$ cat config.mk
export PLATFORM = sky130hd
export DESIGN_NAME = multi_channel_interval_timer
export DESIGN_NICKNAME = d
export VERILOG_FILES = /design/src/rtl/timer_pkg.sv /design/src/rtl/tick_prescaler.sv /design/src/rtl/multi_channel_interval_timer.sv
export SDC_FILE = /design/constraint.sdc
export NUM_CORES = 1
export LEC_CHECK = 0
export CAP_MARGIN = 20
export CORE_UTILIZATION = 35
export DETAILED_ROUTE_END_ITERATION = 8
export SETUP_SLACK_MARGIN = 0.02
export SYNTH_ARGS = -nofsm -noshare
export SYNTH_HDL_FRONTEND = slang
export SYNTH_HIERARCHICAL = 1
export SYNTH_SLANG_ARGS = --single-unit
$ cat constraint.sdc
create_clock -name clk -period 9.2 [get_ports clk]
set_clock_uncertainty 0.2 [all_clocks]
set_input_delay 2.3 -clock clk [delete_from_list [all_inputs] [get_ports clk]]
set_output_delay 2.3 -clock clk [all_outputs]
set_load 0.1 [all_outputs]
$ cat src/rtl/timer_pkg.sv
// Shared definitions for the interval timer slice: channel state encoding,
// default sizing constants and a constant-evaluable ceil(log2) helper.
package timer_pkg;

   typedef enum logic {
      IDLE = 1'b0,
      RUN  = 1'b1
   } ch_state_t;

   localparam int unsigned DEF_TICK_DIV  = 50000;
   localparam int unsigned DEF_CNT_WIDTH = 16;

   // Number of bits needed to hold values 0..value-1 (value >= 2).
   function automatic int unsigned clog2(input int unsigned value);
      int unsigned v;
      int unsigned result;
      v      = value - 1;
      result = 0;
      while (v > 0) begin
         result = result + 1;
         v      = v >> 1;
      end
      return result;
   endfunction

endpackage

$ cat src/rtl/tick_prescaler.sv
// Free-running shared prescaler: emits a registered 1-cycle base_tick each
// time the counter wraps from TICK_DIV-1 to 0; holds while enable is low.
module tick_prescaler
   import timer_pkg::*;
#(
   parameter int unsigned TICK_DIV = DEF_TICK_DIV
) (
   input  logic clk,
   input  logic rst,
   input  logic enable,
   output logic base_tick
);

   localparam int unsigned PW = clog2(TICK_DIV);
   localparam logic [PW-1:0] LAST = PW'(TICK_DIV - 1);

   logic [PW-1:0] cnt;

   always_ff @(posedge clk or negedge rst) begin
      if (!rst) begin
         cnt       <= '0;
         base_tick <= 1'b0;
      end else begin
         base_tick <= 1'b0;
         if (enable) begin
            if (cnt == LAST) begin
               cnt       <= '0;
               base_tick <= 1'b1;
            end else begin
               cnt <= cnt + PW'(1);
            end
         end
      end
   end

endmodule

$ cat src/rtl/multi_channel_interval_timer.sv
// NUM_CH independent interval timers counting shared base ticks up to a
// latched limit, in one-shot or periodic mode, with 1-cycle timeout pulses.
module multi_channel_interval_timer
   import timer_pkg::*;
#(
   parameter int unsigned TICK_DIV  = DEF_TICK_DIV,
   parameter int unsigned CNT_WIDTH = DEF_CNT_WIDTH,
   parameter int unsigned NUM_CH    = 4
) (
   input  logic                          clk,
   input  logic                          rst,
   input  logic                          enable,
   input  logic [NUM_CH-1:0]             ch_start,
   input  logic [NUM_CH-1:0]             ch_stop,
   input  logic [NUM_CH-1:0]             ch_periodic,
   input  logic [NUM_CH*CNT_WIDTH-1:0]   ch_limit,
   output logic                          base_tick,
   output logic [NUM_CH-1:0]             timeout_pulse,
   output logic [NUM_CH-1:0]             ch_busy,
   output logic [NUM_CH*CNT_WIDTH-1:0]   ch_count
);

   tick_prescaler #(
      .TICK_DIV (TICK_DIV)
   ) u_prescaler (
      .clk       (clk),
      .rst       (rst),
      .enable    (enable),
      .base_tick (base_tick)
   );

   for (genvar i = 0; i < NUM_CH; i++) begin : g_ch
      ch_state_t            state;
      logic [CNT_WIDTH-1:0] count;
      logic [CNT_WIDTH-1:0] limit;
      logic [CNT_WIDTH-1:0] lim_in;
      logic                 periodic;
      logic                 pulse;

      assign lim_in = ch_limit[i*CNT_WIDTH +: CNT_WIDTH];

      // Priority: stop, then start/restart (swallows a coincident tick), then tick.
      always_ff @(posedge clk or negedge rst) begin
         if (!rst) begin
            state    <= IDLE;
            count    <= '0;
            limit    <= '0;
            periodic <= 1'b0;
            pulse    <= 1'b0;
         end else begin
            pulse <= 1'b0;
            if (ch_stop[i]) begin
               state <= IDLE;
               count <= '0;
            end else if (ch_start[i]) begin
               count <= '0;
               if (lim_in != '0) begin
                  state    <= RUN;
                  limit    <= lim_in;
                  periodic <= ch_periodic[i];
               end else begin
                  state <= IDLE;
               end
            end else if (state == RUN && base_tick) begin
               if (count == limit - CNT_WIDTH'(1)) begin
                  pulse <= 1'b1;
                  count <= '0;
                  if (!periodic) state <= IDLE;
               end else begin
                  count <= count + CNT_WIDTH'(1);
               end
            end
         end
      end

      assign timeout_pulse[i]                        = pulse;
      assign ch_busy[i]                              = (state == RUN);
      assign ch_count[i*CNT_WIDTH +: CNT_WIDTH]      = count;
   end

endmodule

# [After elaboration in Yosys (flattened, before gate mapping)]
# Cells that the tools add are included.
[word_totals] reg_bits=157 latch_bits=0 ram_bits=0 rom_bits=0 input_bits=79 output_inout_bits=73 word_cells=127 memories=0
[classes] n_addsub=9 n_mul=0 n_div=0 order_cmp=0 n_eq_ne=9 n_shift=0 mux=59 n_bitwise=4 n_reduce_logical=24
[op_table] operator="$mux W16" count=17
[op_table] operator="$add A16 B1 Y16 const B" count=5
[op_table] operator="$eq A16 B16 Y1" count=4
[op_table] operator="$reduce_bool A16 Y1" count=4
[op_table] operator="$sub A16 B1 Y16 const B" count=4
[op_table] operator="$mux W1" count=42
[op_table] operator="$reduce_and A3 Y1" count=8
[op_table] operator="$reduce_bool A3 Y1" count=8
[op_table] operator="$eq A16 B16 Y1 const B" count=1
[op_table] operator="$ne A3 B3 Y1 const B" count=4
[op_table] operator="$logic_and A1 B1 Y1" count=4
[op_table] operator="$not A1 Y1" count=4

# [Longest topological paths before layout]
[depth] word_depth=6 mapped_depth=13 ltp_nobuf=10

# [Cells and area by module]
# Netlist, hierarchy kept.
[modules_own_cells] mod="multi_channel_interval_timer" instances=1 cells_per_inst=926 area_each_um2=8633.3 seq_area_each_um2=3503.4
[modules_own_cells] mod="tick_prescaler" instances=1 cells_per_inst=85 area_each_um2=889.6 seq_area_each_um2=425.4

# [Least setup slack after synthesis]
# Ideal clock, no wire load.
[synth_timing] path_type="input to register" startpoint="in ch_stop[2]" endpoint="reg g_ch[2].limit[10]" setup_ns=0.125 arrival_time_ns=3.557 t_required_ns=8.875 slack_ns=5.318 stages=4 n_path_buf=1 cell_sequence="nand2b_1 a41oi_1 clkbuf_1 mux2_2"
[synth_via] elab_chain_cells=2
[synth_rtl] item="start, declared" line_no="multi_channel_interval_timer.sv:14" text="input logic [NUM_CH-1:0] ch_stop,"
[synth_rtl] item="$not A1 Y1 (no line)"
[synth_rtl] item="$reduce_and A3 Y1 (no line)"
[synth_rtl] item="end signal, assigned" line_no="multi_channel_interval_timer.sv:59" text="limit <= lim_in;"
[synth_rtl] item="end, declared" line_no="multi_channel_interval_timer.sv:35" text="logic [CNT_WIDTH-1:0] limit;"
# Every way passes these cells.
# A chain may end at the register's enable or synchronous reset.

# [Final worst setup path]
[layout_timing] startpoint="reg g_ch[1].count[2]" endpoint="out ch_count[18]"
[layout_lines] item="start, declared" line_no="multi_channel_interval_timer.sv:34" text="logic [CNT_WIDTH-1:0] count;"
[layout_lines] item="start signal, assigned" line_no="multi_channel_interval_timer.sv:70" text="count <= count + CNT_WIDTH'(1);"
[layout_lines] item="end, declared" line_no="multi_channel_interval_timer.sv:20" text="output logic [NUM_CH*CNT_WIDTH-1:0] ch_count"
# No word-level cell between the ends.

==> tab_implementation.tex <==
\begin{tabular}{lr}
\hline
Metric & Value \\
\hline
\multicolumn{2}{l}{\textbf{Outcome}} \\
\quad Run status & finished clean \\
\multicolumn{2}{l}{\textbf{Power}} \\
\quad Total leakage power & 4.62 nW \\
\quad Internal portion of total power & 1.33 mW \\
\quad Share of power burned in combinational logic & 16.8\% \\
\quad Sequential Power Share & 44.1\% \\
\quad Worst IR Drop VDD & 103 µV \\
\quad Switch share & 29.3\% \\
\quad Clock network power share & 39.1\% \\
\quad Pwr/cell area & 158 nW/µm² \\
\quad Net switching power of the design & 0.552 mW \\
\multicolumn{2}{l}{\textbf{Setup path}} \\
\quad Max Fanout on Critical Path & 9 \\
\quad Crit path capture type & primary output \\
\quad Largest stage delay on the critical path & 1.21 ns \\
\quad Buffering stage count on the worst path with inverters included & 1 \\
\quad Critical Path RT & 6.70 ns \\
\quad Family of cells with the greatest summed delay on the critical path & buffers and inverters \\
\quad Startpoint Class & flip-flop \\
\quad Worst reg2reg setup slack & 5.40 ns \\
\quad Ordered cell list for the critical path & clkdlybuf4s50\_1 \\
\quad Slowest cell on the critical path & clkdlybuf4s50\_1 \\
\quad Kind of critical path & reg -> out \\
\quad CP arrival & 2.20 ns \\
\multicolumn{2}{l}{\textbf{CTS}} \\
\quad Number of H-tree levels & 4 \\
\quad CTS Hold Bufs & 0 \\
\quad TritonCTS clock tree & done \\
\quad Number of post-CTS setup repair buffers & 0 \\
\quad Clock transition at the register clock pins on the worst setup and hold paths after CTS & 0.06 ns \\
\quad TritonCTS Buffers & 17 \\
\quad Longest Clk Path Bufs & 2 \\
\quad Post-CTS Resized & 0 \\
\quad Root buffer cell & clkbuf\_16 \\
\quad Clock sinks & 157 \\
\quad Insertion delay of the later-clocked pin in the worst-skew pair & 0.43 ns \\
\multicolumn{2}{l}{\textbf{Logic synthesis}} \\
\quad Share of synthesized flip-flops with an asynchronous set or reset & 100\% \\
\quad Post-synthesis cell area & 9520 µm² \\
\quad Number of synthesized register bits & 157 \\
\quad Top\_reg\_cell synth & dfrtp\_1 \\
\quad Yosys Warn Count & 6 \\
\quad Count of flip-flops with a built-in enable after synthesis & 0 \\
\quad Area contributors post-synth & dfrtp\_1, mux2\_2, xnor2\_1 \\
\quad Syn nets & 1099 \\
\quad Syn avg cell area & 9.42 µm² \\
\quad Proportion of netlist area held by the largest area contributor & 41.3\% \\
\quad Instance count of the mapped netlist & 1011 \\
\quad Seq/Total Area, Yosys & 41.3\% \\
\quad Synth unique cells & 77 \\
\quad Post-synth top area cell & dfrtp\_1 \\
\multicolumn{2}{l}{\textbf{Floorplanning}} \\
\quad Initial cell density of the core & 35.5\% \\
\quad Total core area & 26800 µm² \\
\quad Number of rows in the core area & 60 \\
\quad Horizontal die dimension & 167 µm \\
\quad Vertical extent of the die & 167 µm \\
\quad Die outline area & 27900 µm² \\
\quad Count of pins on the block boundary & 152 \\
\multicolumn{2}{l}{\textbf{Global route}} \\
\quad Initial antenna violation count & 0 \\
\quad Number of global-route vias before repair & 7906 \\
\quad Maximum number of pins on one net before global-route repair & 88 \\
\quad Overall track demand over capacity in global routing & 18.8\% \\
\quad Total gr overflow & 0 \\
\quad Global-route wire length before repair & 42.2 mm \\
\multicolumn{2}{l}{\textbf{Place}} \\
\quad Worst slack at placement & 4.18 ns \\
\quad Total half-perimeter wirelength after legalization and detailed placement & 18.6 mm \\
\quad Port Buffer Count & 151 \\
\quad Routability-driven placement congestion ratio & 0.866 \\
\multicolumn{2}{l}{\textbf{Route}} \\
\quad Average wire length per cell after detail routing & 17.0 µm \\
\quad Number of DRC markers after the initial detailed-route iteration & 495 \\
\quad Via count & 8128 \\
\quad Post-Route WL & 25.3 mm \\
\quad Detailed Routing Iterations Pass 1 & 5 \\
\quad Remaining routing DRC violations & 0 \\
\quad DRT antenna net count & 0 \\
\quad Number of vias per cell & 5.44 \\
\multicolumn{2}{l}{\textbf{Timing}} \\
\quad Setup Viol. Count Final & 0 \\
\quad Slew headroom & 26.5\% \\
\quad Number of hold-slack violations in the final timing report & 0 \\
\quad Measured slew at the worst slew-check pin & 1.10 ns \\
\quad Unrepaired setup endpoints after global routing & false \\
\quad Minimum setup slack in the final design & 4.50 ns \\
\quad Achievable frequency & 213 MHz \\
\quad Share of the clock period used by the worst path & 51.1\% \\
\quad Final Slew Violations & 0 \\
\quad Crit path time final & 4.70 ns \\
\quad Final sum of negative setup slack & 0 ns \\
\multicolumn{2}{l}{\textbf{Cells and area}} \\
\quad Antenna fix cells & 0 \\
\quad Fraction of final layout cells with drive strength greater than 1 & 10.9\% \\
\quad Area taken by multi-input logic gates & 5240 µm² \\
\quad Layout net count & 1228 \\
\quad Sequential Area & 3930 µm² \\
\quad Fill cell total of the finished layout & 2570 \\
\quad Area growth from synthesis to final layout & 25.5\% \\
\multicolumn{2}{l}{\textbf{Min path}} \\
\quad Class of the worst hold path & reg -> reg \\
\multicolumn{2}{l}{\textbf{Run}} \\
\quad Max-cap violations & 0 \\
\hline
\end{tabular}
-- kinds of logic after synthesis --
family                     Yosys count  share of synthesized area [%]
and+or+nand+nor                    423                           24.4
DFF                                157                           41.3
AOI/OAI and AO/OA                  152                           10.8
xor gates and xnor gates           111                           10.2
buffers and inverters               89                           4.10
muxes                               69                           7.95
adders and majority gates           10                           1.29
-- cell type report --
class	instances	share of cell area, %
multi-input cells	765	43.9
well taps	341	3.57
clock buffers	21	3.94
inverters	39	1.23
flip-flops and latches	157	32.9
repair buffers	160	13.4
clock inverters	11	1.11
-- worst paths after layout --
kind,to,startpoint,cells after the start
max in group asynchronous,g_ch[3].limit[7],rst,2
min,u_prescaler/cnt[15],u_prescaler/cnt[15],1
max,ch_count[18],g_ch[1].count[2],1
min reg2reg,u_prescaler/cnt[15],u_prescaler/cnt[15],1
min in group asynchronous,g_ch[0].limit[7],rst,1
max reg2reg,g_ch[2].count[4],g_ch[2].limit[0],10
-- metal layers --
layer	share of wire, %	vias up	global-route usage (%)	wire length (µm)
met4	2.4	0	7.09	596
met3	3.9	37	3.49	992
met5	0	-	0	0
met1	48	3960	25.7	12100
li1	-	3945	-	-
met2	46	186	29.4	11700
-- synthesized netlist by cell type, types with 3 or more instances --
cell type and count:
nand3b_1 7, nor3_1 23, buf_2 12, a31oi_1 4
a211o_1 3, nor4_2 6, mux2_2 53, nor3b_1 4
and2_1 3, nand3_1 64, a41oi_1 7, a22o_1 7
o311ai_1 11, or2_2 5, nand2b_1 10, and4_1 7
dfrtp_1 157, mux2i_1 16, a21o_1 9, o31ai_1 3
clkbuf_1 28, inv_1 39, a31o_2 3, xor2_1 49
or3_1 5, o21ai_0 46, and4b_1 3, nor4b_1 9
buf_4 9, ha_1 9, xnor2_1 62, nor2b_1 10
nor2_1 65, o211ai_1 7, nand2_1 96, a211oi_1 4
a21oi_1 25, or4_1 11, and3_1 13, o22ai_1 3
nand4_1 23, nor4_1 38
-- layout by cell type, fill, tap and decap left out, types with 9 or more instances in the layout --
cell,n
a21o_1,9
a21oi_1,25
and3_1,13
clkbuf_16,17
clkdlybuf4s50_1,150
dfrtp_1,157
ha_1,9
inv_1,39
mux2_2,53
mux2i_1,16
nand2_1,96
nand2b_1,10
nand3_1,64
nand4_1,23
nor2_1,65
nor2b_1,10
nor3_1,23
nor4_1,38
nor4b_1,9
o21ai_0,46
o311ai_1,11
or4_1,11
xnor2_1,62
xor2_1,49
-- through the flow --
stage	cells	instance area (µm²)	hold WS [ns]	power, mW	utilization (%)
2_1_floorplan	1011	9520	0.235	1.04	-
3_3_place_gp	1458	11300	0.264	1.15	42.1
3_5_place_dp	1458	11300	0.261	1.16	42.1
4_1_cts	1490	11900	0.272	1.90	44.4
5_1_grt	1494	11900	0.299	1.97	44.6
6_report	1494	11900	0.264	1.88	44.6
-- power groups by stage --
stage / sequential [mW] / combinational, mW / clock (mW)
global placement: 0.841 / 0.309 / 0
global route: 0.843 / 0.351 / 0.781
detailed placement: 0.842 / 0.316 / 0
floorplan: 0.812 / 0.232 / 0
finish: 0.830 / 0.317 / 0.735
CTS: 0.829 / 0.318 / 0.756
-- sequential cells by signal (all words and copies together) (netlist names) --
signal / flops
g_ch.periodic: 4
g_ch.count: 64
g_ch.pulse: 4
g_ch.limit: 64
g_ch.state: 4
u_prescaler/base_tick: 1
u_prescaler/cnt: 16
-- worst register-to-register path, delay by kind of cell, from the launching register on --
kind,cells,cell delay (ns)
buf+inv,1,0.11
fa+ha+maj,1,0.28
compound gates,2,0.41
flops,1,0.47
simple gates,6,2.20
(Power assumes the default switching activity.)
